### src/rtl/aes_pkg.sv
// Shared AES definitions: MixColumns FSM states, GF(2^8) constants and multiply helpers.
package aes_pkg;

  localparam int         AES_COLS = 4;
  localparam logic [7:0] AES_POLY = 8'h1B;

  typedef logic [127:0] aes_state_t;

  typedef enum logic [1:0] {
    IDLE,
    BUSY,
    DONE
  } mix_fsm_t;

  // Multiply by x modulo x^8 + x^4 + x^3 + x + 1.
  function automatic logic [7:0] xtime(input logic [7:0] b);
    return {b[6:0], 1'b0} ^ (b[7] ? AES_POLY : 8'h00);
  endfunction

  function automatic logic [7:0] gf_mul2(input logic [7:0] b);
    return xtime(b);
  endfunction

  function automatic logic [7:0] gf_mul3(input logic [7:0] b);
    return xtime(b) ^ b;
  endfunction

  function automatic logic [7:0] gf_mul9(input logic [7:0] b);
    logic [7:0] b2, b4, b8;
    b2 = xtime(b);
    b4 = xtime(b2);
    b8 = xtime(b4);
    return b8 ^ b;
  endfunction

  function automatic logic [7:0] gf_mul11(input logic [7:0] b);
    logic [7:0] b2, b4, b8;
    b2 = xtime(b);
    b4 = xtime(b2);
    b8 = xtime(b4);
    return b8 ^ b2 ^ b;
  endfunction

  function automatic logic [7:0] gf_mul13(input logic [7:0] b);
    logic [7:0] b2, b4, b8;
    b2 = xtime(b);
    b4 = xtime(b2);
    b8 = xtime(b4);
    return b8 ^ b4 ^ b;
  endfunction

  function automatic logic [7:0] gf_mul14(input logic [7:0] b);
    logic [7:0] b2, b4, b8;
    b2 = xtime(b);
    b4 = xtime(b2);
    b8 = xtime(b4);
    return b8 ^ b4 ^ b2;
  endfunction

endpackage

### src/rtl/mix_col_word.sv
// Combinational single-column MixColumns / InvMixColumns transform.
module mix_col_word
  import aes_pkg::*;
(
  input  logic        inverse,
  input  logic [31:0] col_in,
  output logic [31:0] col_out
);

  // Coefficient index 0..3 selects from the circulant row {2,3,1,1} or {14,11,13,9}.
  function automatic logic [7:0] coef_mul(input logic [1:0] idx, input logic inv,
                                          input logic [7:0] b);
    logic [7:0] res;
    if (!inv) begin
      case (idx)
        2'd0:    res = gf_mul2(b);
        2'd1:    res = gf_mul3(b);
        default: res = b;
      endcase
    end else begin
      case (idx)
        2'd0:    res = gf_mul14(b);
        2'd1:    res = gf_mul11(b);
        2'd2:    res = gf_mul13(b);
        default: res = gf_mul9(b);
      endcase
    end
    return res;
  endfunction

  // NOTE: combinational accumulation uses blocking assignments so each XOR sees the previous partial sum.
  always_comb begin
    col_out = '0;
    for (int r = 0; r < AES_COLS; r++) begin
      for (int k = 0; k < AES_COLS; k++) begin
        col_out[8*r +: 8] = col_out[8*r +: 8] ^ coef_mul(2'(k - r), inverse, col_in[8*k +: 8]);
      end
    end
  end

endmodule

### src/rtl/mix_cols_seq.sv
// Sequential MixColumns/InvMixColumns engine, COLS_PER_CYCLE columns per clock.
// Optional MIX_COLS_SEQ_BYPASS_EN adds in_bypass for final-round pass-through blocks.
module mix_cols_seq
  import aes_pkg::*;
#(
  parameter int COLS_PER_CYCLE = 1
) (
  input  logic         clk,
  input  logic         rst,
  input  logic         in_valid,
  output logic         in_ready,
  input  logic         in_inverse,
`ifdef MIX_COLS_SEQ_BYPASS_EN
  input  logic         in_bypass,
`endif
  input  logic [127:0] in_state,
  output logic         out_valid,
  input  logic         out_ready,
  output logic [127:0] out_state,
  output logic         busy
);

  localparam int NGRP  = 4 / COLS_PER_CYCLE;
  localparam int GRP_W = (NGRP > 1) ? $clog2(NGRP) : 1;

  if (!(COLS_PER_CYCLE == 1 || COLS_PER_CYCLE == 2 || COLS_PER_CYCLE == 4)) begin : g_bad_cfg
    $fatal(1, "mix_cols_seq: COLS_PER_CYCLE must be 1, 2 or 4");
  end

  mix_fsm_t                      state_q, state_d;
  logic [GRP_W-1:0]              grp_q, grp_d;
  logic                          inv_q, inv_d;
  logic [AES_COLS-1:0][31:0]     work_q, work_d;

  logic [1:0]  col_idx [COLS_PER_CYCLE];
  logic [31:0] col_res [COLS_PER_CYCLE];

  // Column mux: group grp owns columns grp*COLS_PER_CYCLE upward.
  for (genvar j = 0; j < COLS_PER_CYCLE; j++) begin : g_col
    assign col_idx[j] = 2'(int'(grp_q) * COLS_PER_CYCLE + j);

    mix_col_word u_word (
      .inverse (inv_q),
      .col_in  (work_q[col_idx[j]]),
      .col_out (col_res[j])
    );
  end

  // NOTE: every signal gets its hold value first so no path through the case infers a latch.
  always_comb begin
    state_d = state_q;
    grp_d   = grp_q;
    inv_d   = inv_q;
    work_d  = work_q;
    case (state_q)
      IDLE: begin
        if (in_valid) begin
          work_d  = in_state;
          inv_d   = in_inverse;
          grp_d   = '0;
          state_d = BUSY;
`ifdef MIX_COLS_SEQ_BYPASS_EN
          if (in_bypass) state_d = DONE;
`endif
        end
      end
      BUSY: begin
        for (int j = 0; j < COLS_PER_CYCLE; j++) begin
          work_d[col_idx[j]] = col_res[j];
        end
        if (grp_q == GRP_W'(NGRP - 1)) begin
          grp_d   = '0;
          state_d = DONE;
        end else begin
          grp_d = grp_q + GRP_W'(1);
        end
      end
      DONE: begin
        if (out_ready) state_d = IDLE;
      end
      default: state_d = IDLE;
    endcase
  end

  // NOTE: the work register is reset with the control state so an aborted block leaves no residue.
  always_ff @(posedge clk or posedge rst) begin
    if (rst) begin
      state_q <= IDLE;
      grp_q   <= '0;
      inv_q   <= 1'b0;
      work_q  <= '0;
    end else begin
      state_q <= state_d;
      grp_q   <= grp_d;
      inv_q   <= inv_d;
      work_q  <= work_d;
    end
  end

  assign in_ready  = (state_q == IDLE);
  assign out_valid = (state_q == DONE);
  assign busy      = (state_q != IDLE);
  assign out_state = (state_q == DONE) ? work_q : '0;

endmodule

### config.mk
export PLATFORM = sky130hd
export DESIGN_NAME = mix_cols_seq
export DESIGN_NICKNAME = d
export VERILOG_FILES = /design/src/rtl/aes_pkg.sv /design/src/rtl/mix_col_word.sv /design/src/rtl/mix_cols_seq.sv
export SDC_FILE = /design/constraint.sdc
export NUM_CORES = 1
export LEC_CHECK = 0
export BUFFER_PORTS_ARGS = -buffer_cell sky130_fd_sc_hd__buf_2
export CAP_MARGIN = 25
export CORE_MARGIN = 8
export CORE_UTILIZATION = 50
export DETAILED_ROUTE_END_ITERATION = 10
export PLACE_DENSITY = 0.75
export SLEW_MARGIN = 40
export SYNTH_ARGS = -nofsm -noshare
export SYNTH_HDL_FRONTEND = slang
export SYNTH_SLANG_ARGS = --single-unit
### constraint.sdc
create_clock -name clk -period 4.2 [get_ports clk]
set_input_delay 0.21 -clock clk [delete_from_list [all_inputs] [get_ports clk]]
set_output_delay 0.21 -clock clk [all_outputs]
set_load 0.01 [all_outputs]
==> results_dict.tcl <==
set metrics [dict create \
    ys_seq_elements 133 \
    synth_area_in_compound_gates_pct 17.3 \
    globalRouteOverflowTotal 0 \
    num_antenna_cells 0 \
    worst-slew-pin-transition_ns 0.787 \
    ctsHtreeMaxLevel 4 \
    worstSetupStartpointType "flop" \
    status "completed" \
    gpl_wtd_cong 1.00 \
    routed-via-count 8428 \
    synth_flop_cell "sky130_fd_sc_hd__dfrtp_1" \
    timing_max_transition_violations_final 0 \
    max_cap_viol_count 0 \
    period_share_pct 90.7 \
    synth_top_family_by_area "XOR/XNOR gates" \
    antenna_violations_before_repair 0 \
    number_of_hold_violations_in_the_final_report 0 \
    achievable-frequency_mhz 262 \
    cts.repair.resized 0 \
    totalNegativeSetupSlack_ns 0 \
    finalNetCount 1294 \
    most_common_cell_after_layout_fill_and_taps_aside "sky130_fd_sc_hd__buf_2" \
    yosys.area_share.xor_xnor_pct 22.1 \
    clock_latency_ns 0.43 \
    crit_arrival_ns 4.09 \
    grt_start_max_net_pins 131 \
    yosys_top_cell_area_share_pct 34.5 \
    rsz_0062_raised_after_global_routing "false" \
    timing.final.crit_period_ns 3.81 \
    num_rows 50 \
    crit_path_max_incr_delay_ns 0.71 \
    share_of_final_layout_standard_cells_stronger_than_drive_strength_1_pct 32.5 \
    numCtsBuffers 17 \
    worst_clock_skew_ns 0.0150 \
    globalRouteTotalUtil_pct 28.0 \
    numClockSinks 133 \
    dp_hpwl_um 25000 \
    synthesis.area_mm2 0.00964 \
    timing.critical_path.slowest_stage_cell "sky130_fd_sc_hd__mux4_2" \
    critPathMaxFanout 16 \
    synth_enable_flop_cells 0 \
    first_pass_grt_wire_length_um 51800 \
    clk_path_buf_depth 2 \
    post_synth_and_or_nand_nor_area_fraction_pct 12.9 \
    tritoncts "built" \
    end_kind "flop" \
    ys_async_sr_fraction_pct 100 \
    path_delay_family "XOR/XNOR gates" \
    layout_common_cells "sky130_fd_sc_hd__buf_2, sky130_fd_sc_hd__and2_1, sky130_fd_sc_hd__dfrtp_1" \
    firstDrtPassIters 7 \
    clk_pin_slew_worst_setup_hold_paths_ns 0.07 \
    cp_num_buf_inv 1 \
    postSynthAreaPerCell_um2 10.4 \
    ys_seq_area_share_pct 34.5 \
    min_path_type "input port to flop" \
    synthAdderAreaFrac_pct 0.519 \
    wire_per_inst_um 23.5 \
    drt_iter0_drc 702 \
    cts.repair_timing.setup_buffer_count 0 \
    dieWidth_um 155 \
    yosysUniqueCellTypes 46 \
    worstPathCellList "buf_4 -> mux4_2 -> xor2_1 -> xnor3_1 -> xor3_2 -> nand2_2 -> xnor2_1 -> o21ai_0" \
    wl_um 33700 \
    setup_violations 0 \
    cts-root-buf "sky130_fd_sc_hd__clkbuf_16" \
    detail_route.vias_per_cell 5.89 \
    drc 0 \
    design.core.area_mm2 0.0188 \
    synth.top_cells.by_area "sky130_fd_sc_hd__dfrtp_1, sky130_fd_sc_hd__xnor2_1, sky130_fd_sc_hd__and2_1, sky130_fd_sc_hd__mux4_2, sky130_fd_sc_hd__xnor3_1" \
    synth.net_count 1062 \
    yosysTopAreaCell "sky130_fd_sc_hd__dfrtp_1" \
    die_area_mm2 0.0240 \
    netlist_instances 925 \
    fp.dieH_um 155 \
    timing.setup.critical_path_class "flop to flop" \
    start_util_pct 51.2 \
    yosysWarningCount 0 \
    postRouteAntennaNets 0 \
    io_buffers 263 \
    maxSlewHeadroom_pct 47.4 \
    cts_hold_repair.buffers 2 \
    syn_to_final_growth_pct 22.3 \
    grt_pass1_vias 8878 \
    muxShareOfSynthArea_pct 8.77 \
    io_pins 264 \
    critPathRequiredTime_ns 4.48 \
]
==> final timing paths <==
check	startpoint	end	slack, ns	cells after the start
max	grp_q[0]$_DFFE_PP0P_	work_q[124]$_DFFE_PP0P_	0.39	8
min	in_state[62]	work_q[62]$_DFFE_PP0P_	0.007	3
max reg2reg	grp_q[0]$_DFFE_PP0P_	work_q[124]$_DFFE_PP0P_	0.39	8
min reg2reg	work_q[4]$_DFFE_PP0P_	work_q[4]$_DFFE_PP0P_	0.53	2
max in group asynchronous	rst	work_q[85]$_DFFE_PP0P_	2.77	4
min in group asynchronous	rst	work_q[6]$_DFFE_PP0P_	0.42	3
==> worst register-to-register path: stages, from the launching register on <==
cell                      delay, ns
sky130_fd_sc_hd__dfrtp_2       0.67
sky130_fd_sc_hd__buf_4         0.40
sky130_fd_sc_hd__mux4_2        0.73
sky130_fd_sc_hd__xor2_1        0.35
sky130_fd_sc_hd__xnor3_1       0.32
sky130_fd_sc_hd__xor3_2        0.49
sky130_fd_sc_hd__nand2_2       0.07
sky130_fd_sc_hd__xnor2_1       0.47
sky130_fd_sc_hd__o21ai_0       0.17
==> cell families after synthesis <==
family                     count (synthesis)
adders and majority gates                  4
muxes                                     44
DFF                                      133
and+or+nand+nor                          231
xor gates and xnor gates                 180
buffers and inverters                     82
AOI/OAI and AO/OA                        251
==> through the flow <==
stage	cells	setup WS, ns	hold slack (ns)	cell area [µm²]	utilization, %
final	1430	0.390	0.00664	11800	62.6
after global routing	1430	0.161	0.0104	11800	62.6
after CTS	1430	0.375	0.00111	11800	62.5
after detailed placement	1396	0.420	0.432	11200	59.2
after global placement	1396	0.442	0.424	11200	59.2
after floorplan	925	0.436	0.327	9640	-
==> cell type report <==
| type | instances | area, µm² |
|---|---|---|
| timing repair buffer | 288 | 1540 |
| clock buffer | 18 | 439 |
| multi-input combinational | 710 | 5950 |
| clock inverter | 14 | 163 |
| tap | 260 | 325 |
| fill | 1600 | 7050 |
| inverter | 7 | 33.8 |
| sequential | 133 | 3330 |
==> Yosys cell counts (6+ instances only) <==
cell type and number:
sky130_fd_sc_hd__dfrtp_1 133, sky130_fd_sc_hd__and2_1 132, sky130_fd_sc_hd__xnor2_1 109, sky130_fd_sc_hd__a22oi_1 69, sky130_fd_sc_hd__o21ai_0 67, sky130_fd_sc_hd__clkbuf_1 57
sky130_fd_sc_hd__nand2_1 47, sky130_fd_sc_hd__mux4_2 32, sky130_fd_sc_hd__xor2_1 29, sky130_fd_sc_hd__o21ai_1 28, sky130_fd_sc_hd__nor2_1 26, sky130_fd_sc_hd__a21o_1 24
sky130_fd_sc_hd__a22o_1 24, sky130_fd_sc_hd__xnor3_1 24, sky130_fd_sc_hd__a21oi_1 15, sky130_fd_sc_hd__mux2i_1 11, sky130_fd_sc_hd__nand3_1 11, sky130_fd_sc_hd__a211oi_1 10
sky130_fd_sc_hd__buf_2 7, sky130_fd_sc_hd__a32oi_1 6, sky130_fd_sc_hd__xor3_1 6
==> layer usage <==
| layer | global-route usage (%) | vias up | share of wire [%] |
|---|---|---|---|
| met5 | 0 | - | 0 |
| met4 | 8.73 | 0 | 2.2 |
| met2 | 46.8 | 471 | 49 |
| li1 | - | 3734 | - |
| met3 | 5.54 | 58 | 8.0 |
| met1 | 36.2 | 4165 | 41 |
==> state kept, by name, indices dropped and copies added (netlist names) <==
| name | count |
|---|---|
| work_q | 128 |
| grp_q | 2 |
| inv_q | 1 |
| state_q | 2 |
Power is left out: the tool's default activity adds up to more than one toggle a clock period on the data nets, which glitch-free logic cannot reach.
